===== config.mk =====
export PLATFORM = sky130hd
export DESIGN_NAME = line_filter_pipe
export DESIGN_NICKNAME = d
export VERILOG_FILES = /design/src/rtl/line_filter_pipe.sv
export SDC_FILE = /design/constraint.sdc
export NUM_CORES = 1
export LEC_CHECK = 0
export CAP_MARGIN = 20
export CORE_UTILIZATION = 61
export CTS_BUF_LIST = sky130_fd_sc_hd__clkbuf_4 sky130_fd_sc_hd__clkbuf_8 sky130_fd_sc_hd__clkbuf_16
export DETAILED_ROUTE_END_ITERATION = 6
export MAX_ROUTING_LAYER = met4
export PLACE_DENSITY = 0.79
export SLEW_MARGIN = 20
export SYNTH_ARGS = -nofsm -noshare
export SYNTH_HDL_FRONTEND = slang
export SYNTH_SLANG_ARGS = --single-unit

===== constraint.sdc =====
create_clock -name Clock -period 6.2 [get_ports Clock]
set_input_delay 0.93 -clock Clock [delete_from_list [all_inputs] [get_ports Clock]]
set_output_delay 0.93 -clock Clock [all_outputs]
set_load 0.01 [all_outputs]

===== src/rtl/line_filter_pipe.sv =====
// line_filter_pipe: prefetches one LCD line of RGB888 pixels from SDRAM, applies a per-frame
// point or 3-tap horizontal filter, and queues the results in a FIFO popped by the LCD.
module line_filter_pipe #(
    parameter int H_ACTIVE   = 640,
    parameter int V_ACTIVE   = 480,
    parameter int H_RD_START = 214,
    parameter int V_RD_START = 34,
    parameter int LEAD       = 4,
    parameter int FIFO_DEPTH = 16
) (
    input  logic        Clock,
    input  logic        Resetn,
    input  logic        Clock_en,
    input  logic        Enable,
    input  logic [2:0]  Filter_config,
    input  logic [10:0] H_Count,
    input  logic [9:0]  V_Count,
    output logic        oRead_in_en,
    input  logic [7:0]  R_in,
    input  logic [7:0]  G_in,
    input  logic [7:0]  B_in,
    input  logic        iRead_out_en,
    output logic [7:0]  R_out,
    output logic [7:0]  G_out,
    output logic [7:0]  B_out,
    output logic        oUnderflow
);
    localparam int          AW      = $clog2(FIFO_DEPTH);
    localparam logic [10:0] H_START = 11'(H_RD_START - LEAD);
    localparam logic [9:0]  V_FIRST = 10'(V_RD_START);
    localparam logic [9:0]  V_LAST  = 10'(V_RD_START + V_ACTIVE - 1);
    localparam logic [9:0]  RD_LAST = 10'(H_ACTIVE - 1);
    localparam logic [AW:0] FULL    = (AW + 1)'(FIFO_DEPTH);

    localparam logic [2:0] F_GRAY   = 3'd1;
    localparam logic [2:0] F_INVERT = 3'd2;
    localparam logic [2:0] F_BLUR   = 3'd3;
    localparam logic [2:0] F_EDGE   = 3'd4;

    typedef enum logic [1:0] {S_IDLE, S_FETCH, S_FLUSH, S_WAIT} state_t;
    typedef struct packed {
        logic [7:0] r;
        logic [7:0] g;
        logic [7:0] b;
    } rgb_t;

    // (x + 2y + z) >> 2 with a 10-bit sum; shared by blur and gray.
    function automatic logic [7:0] tap121(input logic [7:0] x, input logic [7:0] y,
                                          input logic [7:0] z);
        logic [9:0] sum;
        sum = {2'b00, x} + {1'b0, y, 1'b0} + {2'b00, z};
        return sum[9:2];
    endfunction

    function automatic logic [7:0] absdiff(input logic [7:0] x, input logic [7:0] y);
        return (x > y) ? (x - y) : (y - x);
    endfunction

    state_t        state_q, state_d;
    logic [9:0]    rd_cnt_q, rd_cnt_d;
    logic          in_valid_q, in_valid_d;
    logic          have_pix_q, have_pix_d;
    rgb_t          win_a_q, win_a_d, win_b_q, win_b_d, win_c_q, win_c_d;
    logic          win_valid_q, win_valid_d;
    rgb_t          alu_q, alu_d;
    logic          alu_valid_q, alu_valid_d;
    logic [2:0]    cfg_q, cfg_d;
    logic [AW-1:0] wr_ptr_q, wr_ptr_d, rd_ptr_q, rd_ptr_d;
    logic [AW:0]   count_q, count_d;
    rgb_t          out_q, out_d;
    logic          underflow_q, underflow_d;
    rgb_t          fifo_mem_q [FIFO_DEPTH];

    rgb_t       pix_in, alu_res;
    logic [7:0] gray;
    logic       rd_en, start, v_in_range, empty, full, do_push, do_pop;

    assign pix_in     = {R_in, G_in, B_in};
    assign v_in_range = (V_Count >= V_FIRST) && (V_Count <= V_LAST);
    assign start      = Enable && v_in_range && (H_Count == H_START);
    assign rd_en      = Enable && (state_q == S_FETCH) && !Clock_en;
    assign empty      = (count_q == '0);
    assign full       = (count_q == FULL);
    assign do_push    = Enable && alu_valid_q && !full;
    assign do_pop     = Enable && iRead_out_en && !empty;
    assign gray       = tap121(win_b_q.r, win_b_q.g, win_b_q.b);

    assign oRead_in_en = rd_en;
    assign R_out       = out_q.r;
    assign G_out       = out_q.g;
    assign B_out       = out_q.b;
    assign oUnderflow  = underflow_q;

    always_comb begin
        alu_res = win_b_q;
        case (cfg_q)
            F_GRAY:   alu_res = {gray, gray, gray};
            F_INVERT: alu_res = {8'd255 - win_b_q.r, 8'd255 - win_b_q.g, 8'd255 - win_b_q.b};
            F_BLUR:   alu_res = {tap121(win_a_q.r, win_b_q.r, win_c_q.r),
                                 tap121(win_a_q.g, win_b_q.g, win_c_q.g),
                                 tap121(win_a_q.b, win_b_q.b, win_c_q.b)};
            F_EDGE:   alu_res = {absdiff(win_c_q.r, win_a_q.r),
                                 absdiff(win_c_q.g, win_a_q.g),
                                 absdiff(win_c_q.b, win_a_q.b)};
            default:  alu_res = win_b_q;
        endcase
    end

    always_comb begin
        // NOTE: every _d starts as a hold of its _q, so no branch below can infer a latch.
        state_d     = state_q;
        rd_cnt_d    = rd_cnt_q;
        in_valid_d  = rd_en;
        have_pix_d  = have_pix_q;
        win_a_d     = win_a_q;
        win_b_d     = win_b_q;
        win_c_d     = win_c_q;
        win_valid_d = 1'b0;
        alu_d       = win_valid_q ? alu_res : alu_q;
        alu_valid_d = win_valid_q;
        cfg_d       = cfg_q;
        wr_ptr_d    = wr_ptr_q;
        rd_ptr_d    = rd_ptr_q;
        count_d     = count_q;
        out_d       = out_q;
        underflow_d = underflow_q;

        if (V_Count == '0 && H_Count == '0) cfg_d = Filter_config;

        case (state_q)
            S_IDLE: if (start) begin
                state_d    = S_FETCH;
                rd_cnt_d   = '0;
                have_pix_d = 1'b0;
            end
            S_FETCH: if (rd_en) begin
                if (rd_cnt_q == RD_LAST) state_d = S_FLUSH;
                else                     rd_cnt_d = rd_cnt_q + 1'b1;
            end
            // Once the last pixel has landed, shift once more with the right edge replicated.
            S_FLUSH: if (!in_valid_q) begin
                win_a_d     = win_b_q;
                win_b_d     = win_c_q;
                win_valid_d = 1'b1;
                state_d     = S_WAIT;
            end
            S_WAIT: if (H_Count != H_START) state_d = S_IDLE;
            default: state_d = S_IDLE;
        endcase

        if (in_valid_q) begin
            have_pix_d = 1'b1;
            win_c_d    = pix_in;
            if (!have_pix_q) begin
                win_a_d = pix_in;
                win_b_d = pix_in;
            end else begin
                win_a_d     = win_b_q;
                win_b_d     = win_c_q;
                win_valid_d = 1'b1;
            end
        end

        if (do_push) wr_ptr_d = wr_ptr_q + 1'b1;
        if (do_pop)  rd_ptr_d = rd_ptr_q + 1'b1;
        case ({do_push, do_pop})
            2'b10:   count_d = count_q + 1'b1;
            2'b01:   count_d = count_q - 1'b1;
            default: count_d = count_q;
        endcase

        if (iRead_out_en) begin
            if (empty) begin
                out_d       = '0;
                underflow_d = 1'b1;
            end else begin
                out_d = fifo_mem_q[rd_ptr_q];
            end
        end

        if (!Enable) begin
            state_d     = S_IDLE;
            rd_cnt_d    = '0;
            in_valid_d  = 1'b0;
            have_pix_d  = 1'b0;
            win_a_d     = '0;
            win_b_d     = '0;
            win_c_d     = '0;
            win_valid_d = 1'b0;
            alu_d       = '0;
            alu_valid_d = 1'b0;
            cfg_d       = '0;
            wr_ptr_d    = '0;
            rd_ptr_d    = '0;
            count_d     = '0;
            out_d       = '0;
            underflow_d = 1'b0;
        end
    end

    // NOTE: the storage array is not reset; count and pointers alone decide which entries are
    // live, and leaving it reset-free lets it map onto RAM.
    always_ff @(posedge Clock) begin
        if (do_push) fifo_mem_q[wr_ptr_q] <= alu_q;
    end

    // NOTE: non-blocking assignments so every flop samples the pre-edge value of its _d.
    always_ff @(posedge Clock or negedge Resetn) begin
        if (!Resetn) begin
            state_q     <= S_IDLE;
            rd_cnt_q    <= '0;
            in_valid_q  <= 1'b0;
            have_pix_q  <= 1'b0;
            win_a_q     <= '0;
            win_b_q     <= '0;
            win_c_q     <= '0;
            win_valid_q <= 1'b0;
            alu_q       <= '0;
            alu_valid_q <= 1'b0;
            cfg_q       <= '0;
            wr_ptr_q    <= '0;
            rd_ptr_q    <= '0;
            count_q     <= '0;
            out_q       <= '0;
            underflow_q <= 1'b0;
        end else begin
            state_q     <= state_d;
            rd_cnt_q    <= rd_cnt_d;
            in_valid_q  <= in_valid_d;
            have_pix_q  <= have_pix_d;
            win_a_q     <= win_a_d;
            win_b_q     <= win_b_d;
            win_c_q     <= win_c_d;
            win_valid_q <= win_valid_d;
            alu_q       <= alu_d;
            alu_valid_q <= alu_valid_d;
            cfg_q       <= cfg_d;
            wr_ptr_q    <= wr_ptr_d;
            rd_ptr_q    <= rd_ptr_d;
            count_q     <= count_d;
            out_q       <= out_d;
            underflow_q <= underflow_d;
        end
    end

endmodule


==> impl_metrics.toml <==
[critical_path]
critical_path_class = "primary input to register"
startpoint_type = "primary input"
cp.required_ns = 6.67
cp-end-kind = "register"
arrival_ns = 4.42
path_max_fanout = 23

[route]
ant_nets = 0
drt_iter0_markers = 1599
routedWlPerCell_um = 25.3
drc_errors = 0
num_vias = 16000
drt_wl_total_um = 61300
detail_route.first_pass.iterations = 6
viasPerCell = 6.58

[timing]
tns_ns = 0
slew_violations = 0
rsz0062_at_grt = "no"
tightest_slew_ns = 1.14
finalClockSkew_ns = 0.0259
layout_setup_ws_ns = 2.25
fmax_ghz = 0.253
max-slew-margin-rel_pct = 24.0
period_share_pct = 63.7
hold_viol = 0
post-route-min-period_ns = 3.95
finalSetupViolations = 0

[placement]
globalplace.congestion = 0.902
post-place-cells = 2329
portBuffers = 78
pre_cts_ws_ns = 1.89
dp_hpwl_um = 39000

[clocking]
cts_hold_buffers = 0
clk_latency_ns = 0.61
cts_max_level = 2
cts.sinks = 537
cts_root_buffer = "clkbuf_16"
cts_setup_buffers = 0
clkSlewWorstSetupHoldPaths_ns = 0.06
ctsResizeCount = 0
cts_buffers = 52
cts_tree = "done"
cts.path.max_buffers = 3

[layout]
area_delta_synth_final_pct = 12.4
utilization_pct = 69.4
drive_gt1_share_pct = 13.8
layout.cells.non_filler = 2428
nNetsFinal = 2026

[die]
core_um2 = 41900
dieWidth_um = 208
num_rows = 75
die_h_um = 208
boundaryPins = 79
die_area_um2 = 43200
initial_core_util_pct = 61.7

[pwr]
ir_drop_mv = 0.229
p_leak_uw = 0.0112
p_per_area_nw_per_um2 = 315

[run_status]
outcome = "finished clean"

[synthesis]
synth_seq_cells = 537
synth_area_leaders = "edfxtp_1 45%, dfrtp_1 15%, mux4_2 8.4%"
synth_most_common_cell = "edfxtp_1"
synthArstFlopShare_pct = 28.5
yosys_warnings = 0
synth-edff-count = 384
seq_area_frac_synth_pct = 59.5
syn-cell-area_um2 = 25800
yosysUniqueCellTypes = 70
synthCells = 1780
dominantRegCellSynth = "edfxtp_1"
synth_fp_nets = 1962
synth_top_area_cell = "edfxtp_1"
avgSynthCellArea_um2 = 14.5
synth_common_cells = "384 x edfxtp_1, 153 x dfrtp_1, 96 x mux4_2"
synth_top_cell_area_share_pct = 44.6

[flow_run]
drv_cap = 0

[global_route]
grt_max_degree = 71
grt-ovfl-total = 0
antenna_found_initial = 0
grt_pass1_wl_um = 95200
grt_usage_pct = 30.0
grt_pass1_vias = 16200

[hold_path]
hp-class = "primary input to async pin"
-- logic make-up after synthesis --
family | share of synthesized area (%)
adders and majority gates | 7.38
DFF | 59.5
AOI/OAI and AO/OA | 10.9
buffers and inverters | 2.66
xor gates and xnor gates | 1.46
and+or+nand+nor | 6.60
muxes | 11.5
-- metrics by stage --
| step | hold slack (ns) | area [um^2] | power [uW] |
|---|---|---|---|
| finish | 0.308 | 29000 | 9150 |
| global route | 0.335 | 29000 | 9480 |
| CTS | 0.312 | 29000 | 9180 |
| detailed placement | 0.471 | 27200 | 5790 |
| global placement | 0.462 | 27100 | 5750 |
| floorplan | 0.470 | 25800 | 5310 |
-- final cells by class --
class                      instances  area (um^2)
sequential                       537        15400
fill                            2804        12800
multi-input combinational       1065         9810
clock buffer                      75         1560
timing repair buffer             101          982
tap                              539          674
inverter                          87          327
clock inverter                    23          315
antenna                            1         2.50
-- critical path, cell delays in order --
cell and delay, ns:
clkdlybuf4s50_1 0.64, o21a_1 0.94, nand3_1 0.27, inv_1 0.18, ha_1 0.27, nor2b_1 0.16, o21ai_0 0.24, nand2b_1 0.18
a211oi_1 0.28, a21oi_1 0.08, a32oi_1 0.14, a21boi_0 0.10
-- flip-flops by register name, indices dropped and copies added (netlist names), 2 cells and up --
register,count
fifo_mem_q,384
alu_q,24
win_a_q,24
win_b_q,24
win_c_q,24
rd_cnt_q,10
B_out,8
G_out,8
R_out,8
count_q,5
rd_ptr_q,4
wr_ptr_q,4
cfg_q,3
state_q,2
-- routing by layer --
metal  routed length [um]  GRT usage (%)
met5                    0              -
met4                 1830           9.73
met3                 3910           4.55
met2                30900           48.8
met1                24700           39.1
-- worst paths after layout --
check / start / to / slack [ns] / cells past startpoint
max: iRead_out_en / count_q[4] / 2.25 / 12
min: Resetn / B_out[6] / 0.31 / 1
max reg2reg: count_q[0] / count_q[4] / 2.41 / 12
min reg2reg: R_out[3] / R_out[3] / 0.48 / 1
max in group asynchronous: Resetn / rd_ptr_q[0] / 4.73 / 2
min in group Clock: R_out[3] / R_out[3] / 0.48 / 1
-- report_power, final --
part           switching, uW  total [uW]  internal, uW  leakage [uW]
logic                    830        1560           728       0.00413
clock network           1370        3420          2050      0.000936
registers                233        4180          3940       0.00611
total                   2430        9150          6720        0.0112
-- cells in the final DEF, fill, tap and decap left out, types with 12 or more instances in the layout --
| master | n |
|---|---|
| edfxtp_1 | 384 |
| dfrtp_1 | 151 |
| mux4_2 | 96 |
| ha_1 | 90 |
| inv_1 | 87 |
| a21oi_1 | 86 |
| nand2_1 | 79 |
| o21ai_0 | 79 |
| clkdlybuf4s50_1 | 76 |
| mux2i_1 | 68 |
| clkbuf_16 | 54 |
| nor2_1 | 51 |
| a221o_1 | 48 |
| nor2b_1 | 46 |
| fa_1 | 39 |
| and2_1 | 37 |
| a21o_1 | 26 |
| xnor2_1 | 23 |
| xor2_1 | 20 |
| buf_4 | 20 |
| o211ai_1 | 19 |
| nand4_1 | 18 |
| nand3_1 | 17 |
| a32o_1 | 16 |
| a22oi_1 | 15 |
| o21a_1 | 13 |
| a211oi_1 | 13 |
| clkbuf_4 | 13 |
| a221oi_1 | 12 |
| o221ai_1 | 12 |
Power figures use the tool's default switching activity.
